$ cat config.mk
export PLATFORM = sky130hd
export DESIGN_NAME = chip8_keypad
export DESIGN_NICKNAME = d
export VERILOG_FILES = /design/src/rtl/chip8_pkg.sv /design/src/rtl/chip8_key_debounce.sv /design/src/rtl/chip8_keypad.sv
export SDC_FILE = /design/constraint.sdc
export NUM_CORES = 1
export LEC_CHECK = 0
export ABC_AREA = 1
export CAP_MARGIN = 15
export CORE_ASPECT_RATIO = 0.9
export CORE_MARGIN = 2
export CORE_UTILIZATION = 55
export CTS_CLUSTER_SIZE = 10
export DETAILED_ROUTE_END_ITERATION = 8
export PLACE_DENSITY_LB_ADDON = 0.3
export SKIP_LAST_GASP = 1
export SLEW_MARGIN = 20
export SYNTH_ARGS = -nofsm -noshare
export SYNTH_HDL_FRONTEND = slang
export SYNTH_HIERARCHICAL = 1
export SYNTH_SLANG_ARGS = --single-unit
$ cat constraint.sdc
create_clock -name clk_in -period 3.7 [get_ports clk_in]
set_input_delay 0.925 -clock clk_in [delete_from_list [all_inputs] [get_ports clk_in]]
set_output_delay 0.925 -clock clk_in [all_outputs]
set_load 0.005 [all_outputs]
$ cat src/rtl/chip8_pkg.sv
// chip8_pkg -- shared definitions for the CHIP-8 keypad scanner.
//
// Contents:
//   KEY_W      width of a CHIP-8 key code (one hex digit)
//   NUM_KEYS   number of keys on the 4x4 matrix
//   key_idx_t  type of a hex key code
//   KEY_MAP    matrix position (row*4 + col) -> hex key code
//   row_drive  active-low one-hot row drive pattern for a row index
package chip8_pkg;

  localparam int KEY_W    = 4;
  localparam int NUM_KEYS = 16;

  typedef logic [KEY_W-1:0] key_idx_t;

  // Physical layout of the COSMAC VIP style keypad, row-major.
  //   row0: 1 2 3 C   row1: 4 5 6 D   row2: 7 8 9 E   row3: A 0 B F
  localparam key_idx_t KEY_MAP [NUM_KEYS] = '{
    4'h1, 4'h2, 4'h3, 4'hC,
    4'h4, 4'h5, 4'h6, 4'hD,
    4'h7, 4'h8, 4'h9, 4'hE,
    4'hA, 4'h0, 4'hB, 4'hF
  };

  function automatic logic [3:0] row_drive(input logic [1:0] idx);
    return ~(4'b0001 << idx);
  endfunction

endpackage

$ cat src/rtl/chip8_key_debounce.sv
// chip8_key_debounce -- debounced state of one keypad key.
//
// Configuration macro: CHIP8_KEYPAD_DEBOUNCE_EN
//   defined   : an agreement counter must see DEBOUNCE_SCANS consecutive
//               samples that differ from the current state before it flips.
//   undefined : no counter; the state simply follows the raw sample.
//
// Ports:
//   clk_in     system clock
//   rst_in     synchronous active-high reset
//   en_i       sample strobe (this key's row is being sampled this cycle)
//   raw_i      raw pressed level for this key (1 = pressed)
//   state_o    registered debounced state
//   state_d_o  debounced state that will be loaded on this edge, used by the
//              parent to spot 0->1 transitions in the same cycle they happen
module chip8_key_debounce
  import chip8_pkg::*;
#(
  parameter int DEBOUNCE_SCANS = 4
) (
  input  logic clk_in,
  input  logic rst_in,
  input  logic en_i,
  input  logic raw_i,
  output logic state_o,
  output logic state_d_o
);

  logic state_q, state_d;

`ifdef CHIP8_KEYPAD_DEBOUNCE_EN
  localparam int CNT_W = (DEBOUNCE_SCANS < 2) ? 1 : $clog2(DEBOUNCE_SCANS + 1);

  logic [CNT_W-1:0] cnt_q, cnt_d;

  always_comb begin
    state_d = state_q;
    cnt_d   = cnt_q;
    if (en_i) begin
      if (raw_i == state_q) begin
        cnt_d = '0;
      end else if (cnt_q == CNT_W'(DEBOUNCE_SCANS - 1)) begin
        // This disagreeing sample is the DEBOUNCE_SCANS-th in a row.
        state_d = raw_i;
        cnt_d   = '0;
      end else begin
        cnt_d = cnt_q + CNT_W'(1);
      end
    end
  end

  always_ff @(posedge clk_in) begin
    if (rst_in) begin
      state_q <= 1'b0;
      cnt_q   <= '0;
    end else begin
      state_q <= state_d;
      cnt_q   <= cnt_d;
    end
  end
`else
  // Filtering disabled: the depth parameter has no effect in this build.
  logic [31:0] cfg_unused;
  assign cfg_unused = 32'(DEBOUNCE_SCANS);

  always_comb begin
    state_d = state_q;
    if (en_i) begin
      state_d = raw_i;
    end
  end

  always_ff @(posedge clk_in) begin
    if (rst_in) begin
      state_q <= 1'b0;
    end else begin
      state_q <= state_d;
    end
  end
`endif

  assign state_o   = state_q;
  assign state_d_o = state_d;

endmodule

$ cat src/rtl/chip8_keypad.sv
// chip8_keypad -- 4x4 matrix keypad scanner for a CHIP-8 core.
//
// Drives one row low at a time for SCAN_DIV cycles, samples the synchronized
// columns on the last dwell cycle, debounces each key and reports new key
// presses through a single-entry valid/ready event register.
//
// Configuration macro: CHIP8_KEYPAD_DEBOUNCE_EN (enables per-key agreement
// counters of depth DEBOUNCE_SCANS; otherwise keys follow the raw samples).
//
// Ports:
//   clk_in     system clock (single domain)
//   rst_in     synchronous active-high reset
//   col_in     [3:0] keypad columns, active-low, asynchronous
//   row_out    [3:0] keypad row drive, active-low one-hot
//   key_state  [15:0] debounced pressed state, indexed by hex key value
//   evt_valid  a key-press event is pending
//   evt_key    [3:0] hex value of the pending press
//   evt_ready  consumer accepts the pending event
module chip8_keypad
  import chip8_pkg::*;
#(
  parameter int SCAN_DIV       = 50000,
  parameter int DEBOUNCE_SCANS = 4
) (
  input  logic              clk_in,
  input  logic              rst_in,
  input  logic [3:0]        col_in,
  output logic [3:0]        row_out,
  output logic [15:0]       key_state,
  output logic              evt_valid,
  output logic [KEY_W-1:0]  evt_key,
  input  logic              evt_ready
);

  localparam int DW = $clog2(SCAN_DIV);

  logic [3:0]       col_s1_q, col_s2_q;
  logic [1:0]       row_q, row_d;
  logic [DW-1:0]    dwell_q, dwell_d;
  logic             sample_stb;

  logic [NUM_KEYS-1:0] pos_state;     // debounced state by matrix position
  logic [NUM_KEYS-1:0] pos_state_nx;  // same, value loaded on this edge
  logic [NUM_KEYS-1:0] rise_hex;      // 0->1 transitions by hex value
  logic                any_rise;
  key_idx_t            rise_key;

  logic     evt_valid_q, evt_valid_d;
  key_idx_t evt_key_q, evt_key_d;

  // Row scan timing: the last dwell cycle of a row is the sample cycle, and
  // the row advances on that same edge.
  assign sample_stb = (dwell_q == DW'(SCAN_DIV - 1));

  always_comb begin
    dwell_d = dwell_q + DW'(1);
    row_d   = row_q;
    if (sample_stb) begin
      dwell_d = '0;
      row_d   = row_q + 2'd1;
    end
  end

  assign row_out = row_drive(row_q);

  // One debouncer per matrix position; only the active row is enabled.
  // Column lines are active-low, so a low synchronized column is a press.
  genvar gi;
  generate
    for (gi = 0; gi < NUM_KEYS; gi++) begin : g_key
      chip8_key_debounce #(
        .DEBOUNCE_SCANS (DEBOUNCE_SCANS)
      ) u_deb (
        .clk_in    (clk_in),
        .rst_in    (rst_in),
        .en_i      (sample_stb && (row_q == 2'(gi / 4))),
        .raw_i     (~col_s2_q[gi % 4]),
        .state_o   (pos_state[gi]),
        .state_d_o (pos_state_nx[gi])
      );
    end
  endgenerate

  // Reorder from matrix position to hex key value.
  always_comb begin
    key_state = '0;
    rise_hex  = '0;
    for (int p = 0; p < NUM_KEYS; p++) begin
      key_state[KEY_MAP[p]] = pos_state[p];
      rise_hex[KEY_MAP[p]]  = pos_state_nx[p] & ~pos_state[p];
    end
  end

  // Lowest hex value wins when several keys go down on one sample edge.
  always_comb begin
    any_rise = |rise_hex;
    rise_key = '0;
    for (int h = NUM_KEYS - 1; h >= 0; h--) begin
      if (rise_hex[h]) begin
        rise_key = key_idx_t'(h);
      end
    end
  end

  // Single-entry event register. A new press is only loaded when the slot is
  // empty or being emptied on this edge; otherwise it is dropped so the
  // pending key stays stable for the consumer.
  always_comb begin
    evt_valid_d = evt_valid_q;
    evt_key_d   = evt_key_q;
    if (evt_valid_q && evt_ready) begin
      evt_valid_d = 1'b0;
    end
    if (any_rise && (!evt_valid_q || evt_ready)) begin
      evt_valid_d = 1'b1;
      evt_key_d   = rise_key;
    end
  end

  always_ff @(posedge clk_in) begin
    if (rst_in) begin
      col_s1_q    <= 4'b1111;
      col_s2_q    <= 4'b1111;
      row_q       <= 2'd0;
      dwell_q     <= '0;
      evt_valid_q <= 1'b0;
      evt_key_q   <= '0;
    end else begin
      col_s1_q    <= col_in;
      col_s2_q    <= col_s1_q;
      row_q       <= row_d;
      dwell_q     <= dwell_d;
      evt_valid_q <= evt_valid_d;
      evt_key_q   <= evt_key_d;
    end
  end

  assign evt_valid = evt_valid_q;
  assign evt_key   = evt_key_q;

endmodule

* Word level (Yosys, flattened, before mapping)
Index checks and enable logic that the tools add are counted.
Word-level totals: flip-flop bits (word level) 47, input bits 7, output and inout port bits 25, logic and storage cells 112
Operators by class: add/subtract/negate cells 2, eq/ne operators 4, shift operators 1, mux-type cells 34, bitwise operators 37, reductions and logical operators 12
Operators with widths (count):
- $mux W4 | 16
- $not A1 Y1 | 20
- $mux W1 | 18
- $add A16 B1 Y16 const B | 1
- $and A1 B1 Y1 | 16
- $eq A16 B16 Y1 const B | 1
- $reduce_or A16 Y1 | 1
- $logic_and A1 B1 Y1 | 6
- $eq A2 B2 Y1 const B | 2
- $not A4 Y4 | 1
- $shl A1 B2 Y4 const A | 1
- $add A2 B1 Y2 const B | 1
- $eq A2 B1 Y1 const B | 1
- $logic_not A2 Y1 | 1
- $reduce_bool A2 Y1 | 1
- $reduce_or A2 Y1 | 1
- $logic_not A1 Y1 | 1
- $logic_or A1 B1 Y1 | 1

* Longest topological paths before layout
depth in word-level cells 20, depth in mapped cells 29, gate-level depth less buffers 29

* By module
Netlist, hierarchy kept.
By module, submodules not included:
- chip8_keypad | instances 1, cells an instance 218, area an instance 1566.5 um2, seq. area each 620.6 um2
- chip8_key_debounce | instances 16, cells an instance 9, area an instance 55.1 um2, seq. area each 20.0 um2

* Worst setup path after synthesis
No wires, ideal clock.
path type flip-flop to flip-flop, start register dwell_q[0], end register evt_key_q[2], in the netlist evt_key[2], setup time 129 ps, arrival 2568 ps, required time 3571 ps, slack 1002 ps, stages on the path, launching flop included 18, path buffers 0, clock period less this slack 2698 ps, cells stage by stage dfxtp_1 -> ha_1 -> nand2_1 -> nor2_2 -> inv_1 -> nor2_1 -> nand4_2 -> nor2_1 -> nand2_1 -> nand2_2 -> inv_1 -> nand2_1 -> o21ai_0 -> nor2_1 -> nand2_1 -> o21ai_1 -> nand3b_1 -> a21oi_1
Between the ends: elaborated cells between the ends (all ways) 55, classes of those cells eq/ne: 1; mux: 32; bitwise: 16; reduce/logical: 6
RTL lines:
- from (decl) | line chip8_keypad.sv:39 | logic [DW-1:0] dwell_q, dwell_d;
- from (signal assigned) | line chip8_keypad.sv:132 | dwell_q <= dwell_d;
- $eq A16 B16 Y1 (*) | line chip8_keypad.sv:53 | assign sample_stb = (dwell_q == DW'(SCAN_DIV - 1));
- $logic_and A1 B1 Y1 (*) | line chip8_keypad.sv:76 | .en_i (sample_stb && (row_q == 2'(gi / 4))),
- $mux W1 (*) | line chip8_key_debounce.sv:68 | if (en_i) begin
- via pos_state_nx[11] | line chip8_keypad.sv:43 | logic [NUM_KEYS-1:0] pos_state_nx;
- $and A1 B1 Y1 (*) | line chip8_keypad.sv:90 | rise_hex[KEY_MAP[p]] = pos_state_nx[p] & ~pos_state[p];
- $mux W4 (15 in a row) | line chip8_keypad.sv:99 | if (rise_hex[h]) begin
- to (signal assigned) | line chip8_keypad.sv:134 | evt_key_q <= evt_key_d;
- to (decl) | line chip8_keypad.sv:49 | key_idx_t evt_key_q, evt_key_d;
Mark *: on every way through the listed nets, which the timed path passes. The rest lies on a longest branch. A chain may end at the register's enable or synchronous reset.

* Worst setup path after layout
start register dwell_q[0], end register evt_key_q[1], in the netlist evt_key[1]
Between the ends: elaborated cells between the ends (all ways) 55, classes of those cells eq/ne: 1; mux: 32; bitwise: 16; reduce/logical: 6
RTL lines (line):
- $eq A16 B16 Y1 (*) | chip8_keypad.sv:53
- $logic_and A1 B1 Y1 (*) | chip8_keypad.sv:76
- $mux W1 (*) | chip8_key_debounce.sv:68
- via pos_state_nx[5] | chip8_keypad.sv:43
- $and A1 B1 Y1 (*) | chip8_keypad.sv:90
- $mux W4 (6 in a row) | chip8_keypad.sv:99
Marks and branches as above.

==> results.sh <==
export IMPL_crit_path_frequent_cell="sky130_fd_sc_hd__nand2_1"
export IMPL_mappedNetlistArea_mm2=0.002447
export IMPL_synth_area_leaders="sky130_fd_sc_hd__dfxtp_1 38%, sky130_fd_sc_hd__inv_1 16%, sky130_fd_sc_hd__nand2_1 13%"
export IMPL_yosysUniqueCellTypes=29
export IMPL_clk_path_buf_depth=2
export IMPL_dr_pass1_iters=4
export IMPL_wire_length_of_the_first_global_routing_pass_um=7921
export IMPL_ys_warnings_count=6
export IMPL_fp_dieW_um=74.32
export IMPL_maxCapViolations=0
export IMPL_die_h_um=67.29
export IMPL_power_total_uw=844.6
export IMPL_worstRegToRegCells=18
export IMPL_async_reset_ff_share_pct=0
export IMPL_netlist_instances=362
export IMPL_startpoint_type_of_the_worst_setup_path="register"
export IMPL_r2r_end="evt_key[1]"
export IMPL_crit_arrival_ps=3390
export IMPL_setup_worst_path_class="register to register"
export IMPL_worstPathMaxFanout=9
export IMPL_slew_headroom_pct=68.36
export IMPL_crit_path_cell_chain="ha_1 -> nand2_1 -> nor2_2 -> inv_1 -> nor2_1 -> nand4_2 -> nor2_1 -> nand2_1 -> nand2_2 -> inv_1 -> nand2_1 -> nand2_1 -> nor2_1 -> nand2_1 -> o21ai_1 -> nor2_1 -> o21ai_0 -> a21oi_1"
export IMPL_clock_sinks=47
export IMPL_initial_core_util_pct=55.95
export IMPL_worst_pin_slew_ps=472.8
export IMPL_timing_critical_path_slowest_stage_cell="sky130_fd_sc_hd__nor2_1"
export IMPL_critical_path_endpoint_type="register"
export IMPL_clock_latency_ps=300
export IMPL_worst_r2r_setup_slack_ps=490
export IMPL_drt_first_iter_violations=114
export IMPL_average_cell_area_after_synthesis_um2=6.761
export IMPL_fin_nets=411
export IMPL_critPathMaxStageDelay_ps=480
export IMPL_place_gp_congestion=0.8049
export IMPL_via_count=2054
export IMPL_rows=23
export IMPL_hold_end="col_s2_q[3]"
export IMPL_skew_ps=11.69
export IMPL_run_status="completed"
export IMPL_pleak_nw=1.327
export IMPL_grt_antenna_before_repair=0
export IMPL_synth_seq_cells=47
export IMPL_synth_fp_nets=374
export IMPL_totalNegativeSetupSlack_ps=0
export IMPL_ys_dominant_reg_cell="sky130_fd_sc_hd__dfxtp_1"
export IMPL_detail_route_antenna_nets=0
export IMPL_drc_violations_left=0
export IMPL_global_router_s_overall_resource_usage_pct=20.62
export IMPL_hold_viol=0
export IMPL_peakVddDrop_uv=268.2
export IMPL_pins_over_slew_limit=0
export IMPL_io_pins=32
export IMPL_period_share_pct=86.64
export IMPL_synth_sequential_area_ratio_pct=38.45
export IMPL_finalWirelength_um=4577
export IMPL_layout_min_cycle_time_ps=3206
export IMPL_cts_inserted_buffers=5
export IMPL_highest_clock_frequency_the_design_can_meet_mhz=311.9
export IMPL_r2r_start="dwell_q[0]"
export IMPL_yosysTopAreaCell="sky130_fd_sc_hd__dfxtp_1"
export IMPL_synthTopCellsByCount="103 x sky130_fd_sc_hd__inv_1, 83 x sky130_fd_sc_hd__nand2_1, 47 x sky130_fd_sc_hd__dfxtp_1"
export IMPL_grt_setup_unrepaired="false"
export IMPL_cts_root_buf="sky130_fd_sc_hd__clkbuf_8"
export IMPL_post_cts_hold_buffer_count=0
export IMPL_grt_max_degree=32
export IMPL_drive_gt1_share_pct=16.75
export IMPL_yosys_cell_count_top_type="sky130_fd_sc_hd__inv_1"
export IMPL_coreArea_mm2=0.004374
export IMPL_worst_ep_required_time_ps=3880
export IMPL_placed_cells=454
export IMPL_n_antenna_cell=0
export IMPL_via_count_of_the_first_global_routing_pass=1829
export IMPL_instances_no_fill=462
export IMPL_tritoncts="built"
export IMPL_hp_class="register to register"
export IMPL_routed_vias_inst=4.446
export IMPL_wire_per_inst_um=9.907
export IMPL_die_area_mm2=0.005000
export IMPL_worst_hold_path_num_cells=1
export IMPL_grt_overflow_total=0
export IMPL_cts_htree_levels=2
export IMPL_worstPathBufferInverterCount=2
export IMPL_dpl_hpwl_um=3406
export IMPL_clkTransAtPathRegs_ps=90
export IMPL_synthesis_to_finish_area_growth_pct=19.17
export IMPL_hold_path_startpoint="col_s1_q[3]"
export IMPL_power_density_mw_per_mm2=289.6
export IMPL_port_buffers=31
export IMPL_number_of_enable_type_register_cells_in_the_synthesized_netlist=0
export IMPL_setup_viol=0
export IMPL_worst_path_dominant_cell_family="simple AND/OR/NAND/NOR gates"
export IMPL_synth_top_cell_area_share_pct=38.45
## cell type report
class / instances / area, µm²
clock buffer: 7 / 76.32
clock inverter: 1 / 5.005
timing repair buffer: 32 / 317.8
sequential: 47 / 940.9
fill: 382 / 1458
inverter: 103 / 386.6
tap: 62 / 77.57
multi-input combinational: 210 / 1112
## metrics by stage
stage	area (µm²)	hold WS (ps)	utilization, %	setup slack (ps)
finish	2917	411.3	66.68	494.2
global route	2917	415.5	66.68	32.82
CTS	2909	413.0	66.50	415.6
detailed placement	2828	393.8	64.65	432.7
global placement	2828	391.0	64.65	599.7
floorplan	2447	389.5	-	1002
## per-layer routing
metal | global-route usage, % | vias to the layer above | share of wire (%)
met5 | 0 | - | 0
met4 | 8.259 | 0 | 1.5
met3 | 3.731 | 5 | 3.4
met2 | 30.92 | 35 | 42
met1 | 29.39 | 896 | 53
li1 | - | 1118 | -
## placed cells by master, fill, tap and decap left out
master / synthesis / routed
sky130_fd_sc_hd__a211oi_1: 3 / 3
sky130_fd_sc_hd__a21oi_1: 13 / 13
sky130_fd_sc_hd__a31oi_1: 1 / 1
sky130_fd_sc_hd__and3_4: 1 / 1
sky130_fd_sc_hd__buf_4: 0 / 1
sky130_fd_sc_hd__clkbuf_1: 1 / 2
sky130_fd_sc_hd__clkbuf_8: 0 / 5
sky130_fd_sc_hd__clkdlybuf4s50_1: 0 / 31
sky130_fd_sc_hd__clkinv_2: 0 / 1
sky130_fd_sc_hd__dfxtp_1: 47 / 47
sky130_fd_sc_hd__ha_1: 5 / 5
sky130_fd_sc_hd__inv_1: 103 / 103
sky130_fd_sc_hd__nand2_1: 83 / 83
sky130_fd_sc_hd__nand2_2: 18 / 18
sky130_fd_sc_hd__nand2_4: 1 / 1
sky130_fd_sc_hd__nand3_2: 2 / 2
sky130_fd_sc_hd__nand3b_1: 1 / 1
sky130_fd_sc_hd__nand4_2: 2 / 2
sky130_fd_sc_hd__nor2_1: 28 / 25
sky130_fd_sc_hd__nor2_2: 19 / 22
sky130_fd_sc_hd__nor2_4: 1 / 1
sky130_fd_sc_hd__nor3_1: 6 / 6
sky130_fd_sc_hd__nor3b_1: 3 / 3
sky130_fd_sc_hd__nor3b_2: 2 / 2
sky130_fd_sc_hd__nor4_1: 2 / 2
sky130_fd_sc_hd__nor4_2: 1 / 1
sky130_fd_sc_hd__o21a_1: 1 / 1
sky130_fd_sc_hd__o21ai_0: 4 / 4
sky130_fd_sc_hd__o21ai_1: 1 / 1
sky130_fd_sc_hd__o31ai_1: 1 / 1
sky130_fd_sc_hd__or2_2: 10 / 10
sky130_fd_sc_hd__xor2_1: 1 / 1
## registers in the layout, indices dropped and copies added (netlist names)
name,cells
col_s1_q,4
evt_valid,1
col_s2_q,4
evt_key,4
dwell_q,16
row_q,2
g_key.u_deb/state_o,16
## how the worst max path moves through the flow
stage / endpoint / depth (start not counted) / startpoint / slack, ps
4_1_cts: evt_key[1] / 18 / dwell_q[0] / 420
2_1_floorplan: evt_key[2] / 17 / dwell_q[0] / 1000
3_3_place_gp: evt_key[2] / 17 / dwell_q[0] / 600
6_report: evt_key[1] / 18 / dwell_q[0] / 490
3_5_place_dp: evt_key[1] / 18 / dwell_q[0] / 430
5_1_grt: evt_key[1] / 18 / dwell_q[0] / 30
## cells by family after synthesis
logic type	share of synthesized area [%]
XOR/XNOR	0.3579
buffers and inverters	16.41
flip-flops	38.45
adder cells (fa/ha/maj)	2.556
AO/OA/AOI/OAI	5.470
AND/OR/NAND/NOR	36.76
## timing repair
action	CTS	global route
setup buffers	0	0
endpoints found under the setup margin	0	3
gates resized for setup	0	3
## where the power goes
| part | switching [mW] | leakage [nW] | internal [mW] |
|---|---|---|---|
| logic | 0.0173 | 0.904 | 0.0129 |
| clock network | 0.167 | 0.0422 | 0.133 |
| registers | 0.00281 | 0.381 | 0.512 |
(Power assumes the default switching activity.)
